## config.mk

```make
export PLATFORM = sky130hd
export DESIGN_NAME = mem_bus_arbiter_flat
export DESIGN_NICKNAME = d
export VERILOG_FILES = /design/src/rtl/mem_bus_arbiter_pkg.sv /design/src/rtl/mem_bus_arbiter_if.sv /design/src/rtl/mem_bus_arbiter_prio_sel.sv /design/src/rtl/mem_bus_arbiter.sv /design/src/flat_wrapper.sv
export SDC_FILE = /design/constraint.sdc
export NUM_CORES = 1
export LEC_CHECK = 0
export BUFFER_PORTS_ARGS = -buffer_cell sky130_fd_sc_hd__buf_2
export CAP_MARGIN = 5
export CORE_AREA = 2 2 124 126
export CTS_CLUSTER_DIAMETER = 50
export DETAILED_ROUTE_END_ITERATION = 8
export DIE_AREA = 0 0 126 128
export SYNTH_ARGS = -nofsm -noshare
export SYNTH_HDL_FRONTEND = slang
export SYNTH_SLANG_ARGS = --single-unit
```

## constraint.sdc

```tcl
create_clock -name clk -period 2.1 [get_ports clk]
set_clock_uncertainty 0.1 [all_clocks]
set_input_delay 0.42 -clock clk [delete_from_list [all_inputs] [get_ports clk]]
set_output_delay 0.42 -clock clk [all_outputs]
set_load 0.005 [all_outputs]
```

## src/rtl/mem_bus_arbiter_pkg.sv

```systemverilog
// Shared types and constants for the IF/MEM memory bus arbiter.
// Covers FSM states, grant encoding and access size codes.
package mem_bus_arbiter_pkg;

    typedef enum logic [1:0] {
        ARB_IDLE = 2'd0,
        ARB_ADDR = 2'd1,
        ARB_DATA = 2'd2
    } arb_state_t;

    typedef enum logic {
        GNT_INST = 1'b0,
        GNT_DATA = 1'b1
    } grant_t;

    localparam logic [1:0] SZ_B = 2'd0;
    localparam logic [1:0] SZ_H = 2'd1;
    localparam logic [1:0] SZ_W = 2'd2;

    localparam int STARVE_W = 4;

endpackage

```

## src/rtl/mem_bus_arbiter_if.sv

```systemverilog
// SRAM-like bus port (req/addr_ok/data_ok).
// The same interface type serves the IF port, the MEM port and the downstream bus.
interface mem_bus_arbiter_if;

    logic        req;
    logic        wr;
    logic [1:0]  size;
    logic [3:0]  wstrb;
    logic [31:0] addr;
    logic [31:0] wdata;
    logic        addr_ok;
    logic        data_ok;
    logic [31:0] rdata;

    modport master (
        output req, wr, size, wstrb, addr, wdata,
        input  addr_ok, data_ok, rdata
    );

    modport slave (
        input  req, wr, size, wstrb, addr, wdata,
        output addr_ok, data_ok, rdata
    );

endinterface

```

## src/rtl/mem_bus_arbiter_prio_sel.sv

```systemverilog
// Winner select for the arbiter: data has priority unless inst has waited
// through STARVE_MAX consecutive data grants.
module arb_prio_sel
    import mem_bus_arbiter_pkg::*;
#(
    parameter int STARVE_MAX = 4
) (
    input  logic   clk,
    input  logic   rst,
    input  logic   inst_req,
    input  logic   data_req,
    input  logic   arb_en,
    output grant_t winner
);

    localparam logic [STARVE_W-1:0] CNT_MAX = STARVE_W'(STARVE_MAX);

    logic [STARVE_W-1:0] starve_cnt;

    always_comb begin
        winner = GNT_INST;
        if (data_req && (!inst_req || starve_cnt != CNT_MAX)) begin
            winner = GNT_DATA;
        end
    end

    // Counts only data wins that made a waiting fetch wait longer.
    always_ff @(posedge clk) begin
        if (!rst) begin
            starve_cnt <= '0;
        end else if (arb_en && (inst_req || data_req)) begin
            if (winner == GNT_INST) begin
                starve_cnt <= '0;
            end else if (inst_req && starve_cnt != CNT_MAX) begin
                starve_cnt <= starve_cnt + 1'b1;
            end
        end
    end

endmodule

```

## src/rtl/mem_bus_arbiter.sv

```systemverilog
// Shares one SRAM-like bus between the IF fetch port and the MEM data port,
// one transaction outstanding, with fetch cancel on branch/flush.
module mem_bus_arbiter
    import mem_bus_arbiter_pkg::*;
#(
    parameter int STARVE_MAX = 4
) (
    input  logic                clk,
    input  logic                rst,
    mem_bus_arbiter_if.slave    inst,
    input  logic                inst_cancel,
    mem_bus_arbiter_if.slave    data,
    mem_bus_arbiter_if.master   bus
);

    arb_state_t state, next_state;
    grant_t     grant;
    grant_t     winner;
    logic       cancel_pend;
    logic       any_req;
    logic       swallow;
    logic       unused_inst_fields;

    // The fetch port is read-only; its write-side fields are never forwarded.
    assign unused_inst_fields = ^{inst.wr, inst.size, inst.wstrb, inst.wdata};

    assign any_req = inst.req | data.req;
    assign swallow = cancel_pend | inst_cancel;

    arb_prio_sel #(
        .STARVE_MAX (STARVE_MAX)
    ) u_prio_sel (
        .clk      (clk),
        .rst      (rst),
        .inst_req (inst.req),
        .data_req (data.req),
        .arb_en   (state == ARB_IDLE),
        .winner   (winner)
    );

    always_ff @(posedge clk) begin
        if (!rst) begin
            state       <= ARB_IDLE;
            grant       <= GNT_INST;
            cancel_pend <= 1'b0;
        end else begin
            state <= next_state;
            if (state == ARB_IDLE && any_req) begin
                grant <= winner;
            end
            // An accepted fetch cannot be withdrawn, so remember to drop its data.
            if (state == ARB_DATA && bus.data_ok) begin
                cancel_pend <= 1'b0;
            end else if (state != ARB_IDLE && grant == GNT_INST && inst_cancel) begin
                cancel_pend <= 1'b1;
            end
        end
    end

    always_comb begin
        next_state   = state;
        bus.req      = 1'b0;
        bus.wr       = 1'b0;
        bus.size     = SZ_W;
        bus.wstrb    = 4'h0;
        bus.addr     = inst.addr;
        bus.wdata    = 32'h0;
        inst.addr_ok = 1'b0;
        inst.data_ok = 1'b0;
        inst.rdata   = 32'h0;
        data.addr_ok = 1'b0;
        data.data_ok = 1'b0;
        data.rdata   = 32'h0;

        if (grant == GNT_DATA) begin
            bus.wr    = data.wr;
            bus.size  = data.size;
            bus.wstrb = data.wstrb;
            bus.addr  = data.addr;
            bus.wdata = data.wdata;
        end

        case (state)
            ARB_IDLE: begin
                if (any_req) begin
                    next_state = ARB_ADDR;
                end
            end
            ARB_ADDR: begin
                bus.req = 1'b1;
                if (bus.addr_ok) begin
                    next_state = ARB_DATA;
                    if (grant == GNT_DATA) begin
                        data.addr_ok = 1'b1;
                    end else begin
                        inst.addr_ok = 1'b1;
                    end
                end
            end
            ARB_DATA: begin
                if (bus.data_ok) begin
                    next_state = ARB_IDLE;
                    if (grant == GNT_DATA) begin
                        data.data_ok = 1'b1;
                        data.rdata   = bus.rdata;
                    end else if (!swallow) begin
                        inst.data_ok = 1'b1;
                        inst.rdata   = bus.rdata;
                    end
                end
            end
            default: begin
                next_state = ARB_IDLE;
            end
        endcase
    end

endmodule

```

## src/flat_wrapper.sv

```systemverilog
// flat-port wrapper written by rule: the top's interface ports become plain ports
module mem_bus_arbiter_flat import mem_bus_arbiter_pkg::*;
#(
    parameter int STARVE_MAX = 4
)
  (clk, rst, inst_cancel, inst_req, inst_wr, inst_size, inst_wstrb, inst_addr, inst_wdata, inst_addr_ok, inst_data_ok, inst_rdata, data_req, data_wr, data_size, data_wstrb, data_addr, data_wdata, data_addr_ok, data_data_ok, data_rdata, bus_req, bus_wr, bus_size, bus_wstrb, bus_addr, bus_wdata, bus_addr_ok, bus_data_ok, bus_rdata);
  mem_bus_arbiter_if inst_i ();
  mem_bus_arbiter_if data_i ();
  mem_bus_arbiter_if bus_i ();
  input  logic clk;
  input  logic rst;
  input  logic inst_cancel;
  input wire logic [$bits(inst_i.req)-1:0] inst_req;
  input wire logic [$bits(inst_i.wr)-1:0] inst_wr;
  input wire logic [$bits(inst_i.size)-1:0] inst_size;
  input wire logic [$bits(inst_i.wstrb)-1:0] inst_wstrb;
  input wire logic [$bits(inst_i.addr)-1:0] inst_addr;
  input wire logic [$bits(inst_i.wdata)-1:0] inst_wdata;
  output wire logic [$bits(inst_i.addr_ok)-1:0] inst_addr_ok;
  output wire logic [$bits(inst_i.data_ok)-1:0] inst_data_ok;
  output wire logic [$bits(inst_i.rdata)-1:0] inst_rdata;
  input wire logic [$bits(data_i.req)-1:0] data_req;
  input wire logic [$bits(data_i.wr)-1:0] data_wr;
  input wire logic [$bits(data_i.size)-1:0] data_size;
  input wire logic [$bits(data_i.wstrb)-1:0] data_wstrb;
  input wire logic [$bits(data_i.addr)-1:0] data_addr;
  input wire logic [$bits(data_i.wdata)-1:0] data_wdata;
  output wire logic [$bits(data_i.addr_ok)-1:0] data_addr_ok;
  output wire logic [$bits(data_i.data_ok)-1:0] data_data_ok;
  output wire logic [$bits(data_i.rdata)-1:0] data_rdata;
  output wire logic [$bits(bus_i.req)-1:0] bus_req;
  output wire logic [$bits(bus_i.wr)-1:0] bus_wr;
  output wire logic [$bits(bus_i.size)-1:0] bus_size;
  output wire logic [$bits(bus_i.wstrb)-1:0] bus_wstrb;
  output wire logic [$bits(bus_i.addr)-1:0] bus_addr;
  output wire logic [$bits(bus_i.wdata)-1:0] bus_wdata;
  input wire logic [$bits(bus_i.addr_ok)-1:0] bus_addr_ok;
  input wire logic [$bits(bus_i.data_ok)-1:0] bus_data_ok;
  input wire logic [$bits(bus_i.rdata)-1:0] bus_rdata;
  assign inst_i.req = inst_req;
  assign inst_i.wr = inst_wr;
  assign inst_i.size = inst_size;
  assign inst_i.wstrb = inst_wstrb;
  assign inst_i.addr = inst_addr;
  assign inst_i.wdata = inst_wdata;
  assign inst_addr_ok = inst_i.addr_ok;
  assign inst_data_ok = inst_i.data_ok;
  assign inst_rdata = inst_i.rdata;
  assign data_i.req = data_req;
  assign data_i.wr = data_wr;
  assign data_i.size = data_size;
  assign data_i.wstrb = data_wstrb;
  assign data_i.addr = data_addr;
  assign data_i.wdata = data_wdata;
  assign data_addr_ok = data_i.addr_ok;
  assign data_data_ok = data_i.data_ok;
  assign data_rdata = data_i.rdata;
  assign bus_req = bus_i.req;
  assign bus_wr = bus_i.wr;
  assign bus_size = bus_i.size;
  assign bus_wstrb = bus_i.wstrb;
  assign bus_addr = bus_i.addr;
  assign bus_wdata = bus_i.wdata;
  assign bus_i.addr_ok = bus_addr_ok;
  assign bus_i.data_ok = bus_data_ok;
  assign bus_i.rdata = bus_rdata;
  mem_bus_arbiter #(.STARVE_MAX(STARVE_MAX)) u_core (.clk(clk), .rst(rst), .inst(inst_i), .inst_cancel(inst_cancel), .data(data_i), .bus(bus_i));
endmodule
```

==> results of run 1 <==
-- power by group through the flow --
| stage | sequential (mW) | clock, mW | combinational (mW) |
|---|---|---|---|
| 2_1_floorplan | 0.170 | 0 | 0.198 |
| 3_3_place_gp | 0.172 | 0 | 0.457 |
| 3_5_place_dp | 0.173 | 0 | 0.461 |
| 4_1_cts | 0.170 | 0.332 | 0.464 |
| 5_1_grt | 0.171 | 0.340 | 0.502 |
| 6_report | 0.170 | 0.323 | 0.453 |
-- cell type report --
type                            count  area (um2)  share of cell area
Timing Repair Buffer              287        1490               0.456
Multi-Input combinational cell    175        1290               0.395
Tap cell                          188         235              0.0720
Sequential cell                     8         161              0.0494
Clock buffer                        3        75.1              0.0230
Inverter                            4        15.0             0.00460
-- how the worst min path moves through the flow --
| stage | from | end |
|---|---|---|
| floorplan | u_core.u_prio_sel.starve_cnt[1] | u_core.u_prio_sel.starve_cnt[1] |
| global placement | u_core.u_prio_sel.starve_cnt[1] | u_core.u_prio_sel.starve_cnt[1] |
| detailed placement | u_core.u_prio_sel.starve_cnt[1] | u_core.u_prio_sel.starve_cnt[1] |
| CTS | rst | u_core.cancel_pend |
| global route | rst | u_core.cancel_pend |
| finish | rst | u_core.cancel_pend |
-- cell families after synthesis --
logic type / share of synthesized area
adder cells (fa/ha/maj): 0.0159
flip-flops: 0.102
AO/OA/AOI/OAI: 0.0333
buffers and inverters: 0.0794
multiplexers: 0.229
AND/OR/NAND/NOR: 0.541
-- layer usage --
| metal | vias up | global-route usage | part of all wire |
|---|---|---|---|
| met5 | - | 0 | 0 |
| met4 | 0 | 0.00582 | 0.00083 |
| met3 | 2 | 0.0188 | 0.082 |
| met2 | 110 | 0.142 | 0.51 |
| met1 | 1014 | 0.0965 | 0.41 |
| li1 | 1222 | - | - |
-- cell usage after synthesis (2+ instances only) --
cell / instances
nor3_1: 3
mux2_2: 32
nand2_1: 5
a21oi_1: 3
clkbuf_1: 7
ha_1: 2
nand4b_1: 3
inv_1: 4
a31oi_1: 2
nor2_1: 3
nand3_1: 3
nor3b_1: 3
buf_6: 5
dfxtp_1: 8
buf_2: 4
and2_1: 102
nand4_1: 3
-- worst max-delay path, cell delays in order, from the launching register on --
cell and delay, ps:
dfxtp_2 380, buf_4 310, mux2_2 390, buf_2 130
-- stage by stage --
step	utilization	cell area (um2)	total power [mW]	setup WS [ps]	instances
floorplan	-	1580	0.368	423	204
detailed placement	0.215	3190	0.633	263	662
global route	0.220	3270	1.01	42.0	665
global placement	0.215	3190	0.630	268	662
finish	0.220	3270	0.946	121	665
CTS	0.220	3270	0.965	79.6	665
-- state kept, by name (all words and copies together) (netlist names) --
| name | count |
|---|---|
| u_core.state | 2 |
| u_core.grant | 1 |
| u_core.cancel_pend | 1 |
| u_core.u_prio_sel.starve_cnt | 4 |
-- cell usage in the layout (no fill, tap or decap), drive strengths merged, types with 2 or more instances in the layout --
cell type,n
buf,287
and2,102
mux2,32
dfxtp,8
nand2,5
inv,4
nor2,4
nor3,3
nand4b,3
nand3,3
a21oi,3
nor3b,3
nand4,3
clkbuf,3
a31oi,2
ha,2
==> impl_metrics.tcl, run 1 <==
set metrics [dict create \
    status "finished clean" \
    synth_edf_count 0 \
    p_sw_uw 270 \
    clock-root-buffer "clkbuf_16" \
    min_delay_path_depth 2 \
    rsz0062_at_grt "false" \
    fin_crit_ps 1980 \
    h-tree-depth 1 \
    io_pins 321 \
    grt_pass1_wl_um 10200 \
    synth_cells 204 \
    synthFlopType "dfxtp_1" \
    fin_crit_sh 0.942 \
    grt-ovfl-total 0 \
    avgSynthCellArea_um2 7.73 \
    holdWs_ps 376 \
    cts_buffers 3 \
    reg2reg_slack_ps 660 \
    die_h_um 128 \
    synth_cell_type_count 29 \
    tns_ps 0 \
    cp.arrival_ps 1460 \
    synth.net_count 387 \
    fp.dieW_um 126 \
    n_fill_cell 1662 \
    max_slew_margin 0.680 \
    cts_hold_buf 0 \
    power_density_mw_per_mm2 290 \
    grt_pass1_vias 2028 \
    grt_max_degree 53 \
    p_int_uw 676 \
    endpoint "bus_addr[6]" \
    synthesis.area_mm2 0.00158 \
    wl_um 7210 \
    antenna_found_initial 0 \
    antennaDiodeCount 0 \
    track_usage 0.0778 \
    drc_errors 0 \
    final_antenna_net_count 0 \
    fmax_ghz 0.505 \
    timing_hold_violations_final 0 \
    syn2layout_area_growth_pct 107 \
    ys_seq_elements 8 \
    cts_setup_buffers 0 \
    tightest_slew_ps 479 \
    irDropWorstVdd_mv 0.267 \
    synth.largest_area_cell "and2_1" \
    yosysSeqAreaShare 0.102 \
    first_pass_iters 4 \
    worstReg2RegEnd "u_core.u_prio_sel.starve_cnt[3]" \
    critPathKind "register to output pin" \
    clock_latency_ps 230 \
    cts_tree "built" \
    reg2reg_depth 4 \
    slew_violations 0 \
    gp_congestion 0.765 \
    core_area_mm2 0.0149 \
    port_buffers 281 \
    drv_cap 0 \
    p_clk_frac 0.341 \
    post_cts_resized 0 \
    yosysWarnings 0 \
    setup_viol 0 \
    p_leak_nw 1.95 \
    clk_pin_slew_ps 40 \
    crit_path_start "u_core.grant" \
    rows 45 \
    drive_above_1_share 0.686 \
    die_area_mm2 0.0161 \
    async_reset_ff_frac 0 \
    p_comb_frac 0.479 \
    hold_class "input port to register" \
    clock_path_buffers 2 \
    wire_per_inst_um 10.8 \
    start_kind "register" \
    crit_required_ps 1580 \
    layout.nets 662 \
    start_util 0.106 \
    synth.area.top_cells "and2_1 40%, mux2_2 23%, dfxtp_1 10%" \
    dr_total_vias 2348 \
    synth_top_area_frac 0.405 \
    timing.rr.start "u_core.state[1]" \
    critPathCaptureType "output pin" \
    cts.sinks 8 \
    dr.first_iter.drc_count 98 \
    swShare 0.286 \
    viasPerCell 3.53 \
    power_frac_seq 0.180 \
    dp_hpwl_um 6190 \
    worst-path-max-fanout 22 \
]
(Power assumes the default switching activity.)
==> run 2: changes to the inputs <==
Settings changed: ABC_AREA from default to 1.
==> impl_metrics.tcl, run 2 <==
set metrics [dict create \
    wl_um 7630 \
    worstReg2RegEnd "u_core.u_prio_sel.starve_cnt[3]" \
    track_usage 0.0807 \
    min_from "rst" \
    instances_no_fill 817 \
    ys_seq_elements 8 \
    hold_class "input port to register" \
    synth.net_count 539 \
    worst-path-max-fanout 33 \
    antenna_found_initial 3 \
    critPathCaptureType "output pin" \
    hold_end "u_core.cancel_pend" \
    clock-root-buffer "clkbuf_16" \
    cts_tree "built" \
    async_reset_ff_frac 0 \
    yosysWarnings 0 \
    reg2reg_slack_ps 860 \
    first_pass_iters 4 \
    slowest_stage "dfxtp_1" \
    start_kind "register" \
    grt_pass1_wl_um 10800 \
    h-tree-depth 1 \
    power_density_mw_per_mm2 310 \
    p_leak_nw 2.59 \
    slowest_delay_ps 360 \
    clock_latency_ps 230 \
    fp.dieW_um 126 \
    rows 45 \
    synth_top_area_frac 0.356 \
    fin_crit_sh 0.915 \
    min_delay_path_depth 3 \
    io_pins 321 \
    synth_cells 356 \
    dr_total_vias 2810 \
    die_area_mm2 0.0161 \
    syn2layout_area_growth_pct 104 \
    core_area_mm2 0.0149 \
    timing_hold_violations_final 0 \
    synthesis.area_mm2 0.00159 \
    yosysSeqAreaShare 0.101 \
    synth.area.top_cells "nand2_1 36%, inv_1 19%, nor2_1 18%" \
    tns_ps 0 \
    n_fill_cell 1709 \
    cp_cell_sequence "inv_2, nor2_2, nand2_1, clkinv_2, nand2_4, nor2_1, buf_2" \
    critPathKind "register to output pin" \
    cts_hold_buf 0 \
    slew_violations 0 \
    clock_path_buffers 2 \
    gp_congestion 0.751 \
    rsz0062_at_grt "false" \
    status "finished clean" \
    synthTopCellsByCount "151 x nand2_1, 80 x inv_1, 75 x nor2_1, 8 x buf_2, 8 x dfxtp_1" \
    irDropWorstVdd_mv 0.185 \
    timing.rr.start "u_core.u_prio_sel.starve_cnt[0]" \
    tightest_slew_ps 461 \
    start_util 0.107 \
    layout.nets 812 \
    post_cts_resized 0 \
    cts_setup_buffers 0 \
    wire_per_inst_um 9.34 \
    grt-ovfl-total 0 \
    synth_edf_count 0 \
    final_antenna_net_count 0 \
    grt_pass1_vias 2281 \
    largestRegisters "u_core.u_prio_sel.starve_cnt: 4 flops, u_core.state: 2 flops" \
    synth_cell_type_count 20 \
    synthFlopType "dfxtp_1" \
    drv_cap 0 \
    synth_most_common_cell "nand2_1" \
    reg2reg_depth 9 \
    final_common_cell "buf_2" \
    dp_hpwl_um 6560 \
    viasPerCell 3.44 \
    clk_pin_slew_ps 30 \
    crit_required_ps 1580 \
    grt_max_degree 64 \
    top_register "u_core.u_prio_sel.starve_cnt" \
    drc_errors 0 \
    cts.sinks 8 \
    cts_buffers 3 \
    port_buffers 281 \
    fmax_ghz 0.520 \
    synth.largest_area_cell "nand2_1" \
    die_h_um 128 \
    placed_cells 812 \
    fin_crit_ps 1920 \
    avgSynthCellArea_um2 4.47 \
    dr.first_iter.drc_count 107 \
    drive_above_1_share 0.477 \
    max_slew_margin 0.692 \
    final_cell_mix "281 x buf_2, 151 x nand2_1, 80 x inv_1, 75 x nor2_1, 7 x dfxtp_1" \
    cp.arrival_ps 1400 \
    setup_viol 0 \
    largest_register_ffs 4 \
]
==> run 2: stage by stage <==
step,instance area (um2),setup WS [ps],hold slack (ps),utilization,power [mW]
2_1_floorplan,1590,650,357,-,0.403
4_1_cts,3230,151,357,0.217,1.02
6_report,3240,178,352,0.218,1.00
3_5_place_dp,3160,310,384,0.212,0.702
5_1_grt,3230,23.9,376,0.217,1.10
3_3_place_gp,3160,321,378,0.212,0.701
==> run 2: metal layers <==
metal | wire [um] | GRT usage | share of wire
met1 | 2950 | 0.0907 | 0.39
met2 | 3890 | 0.156 | 0.51
met3 | 739 | 0.0188 | 0.097
met4 | 38 | 0.0136 | 0.0050
met5 | 13 | 0 | 0.0017
==> run 2: layout make-up <==
type,instances,area [um2],area share
Antenna cell,2,5.00,0.00155
Clock buffer,3,75.1,0.0232
Inverter,85,320,0.0990
Multi-Input combinational cell,246,991,0.306
Sequential cell,8,161,0.0499
Tap cell,188,235,0.0727
Timing Repair Buffer,285,1450,0.448
==> run 2: worst max-delay path by stage <==
stage | cells past startpoint | start | slack [ps] | endpoint
after floorplan | 7 | u_core.state[1] | 650 | inst_rdata[22]
after global placement | 5 | inst_cancel | 320 | inst_rdata[6]
after detailed placement | 5 | inst_cancel | 310 | inst_rdata[9]
after CTS | 7 | u_core.state[1] | 150 | inst_rdata[9]
after global routing | 7 | u_core.state[1] | 20 | data_rdata[1]
final | 7 | u_core.state[1] | 180 | inst_rdata[9]
==> run 2: power by group <==
part | leakage (nW) | switching (mW) | internal, mW
sequential | 0.0659 | 0.0111 | 0.165
combinational | 2.49 | 0.269 | 0.247
clock | 0.0370 | 0.0671 | 0.245
total | 2.59 | 0.347 | 0.656
==> run 2: kinds of logic after synthesis <==
| kind of cell | synth area share |
|---|---|
| and+or+nand+nor | 0.577 |
| buffers and inverters | 0.276 |
| DFF | 0.101 |
| AOI/OAI and AO/OA | 0.0244 |
| adders and majority gates | 0.0157 |
| xor gates and xnor gates | 0.00551 |
==> run 2: critical path: cells and delay by family (launching register included) <==
| family | cells | cell delay (ps) |
|---|---|---|
| AND/OR/NAND/NOR | 4 | 530 |
| flip-flops | 1 | 360 |
| buffers and inverters | 3 | 270 |
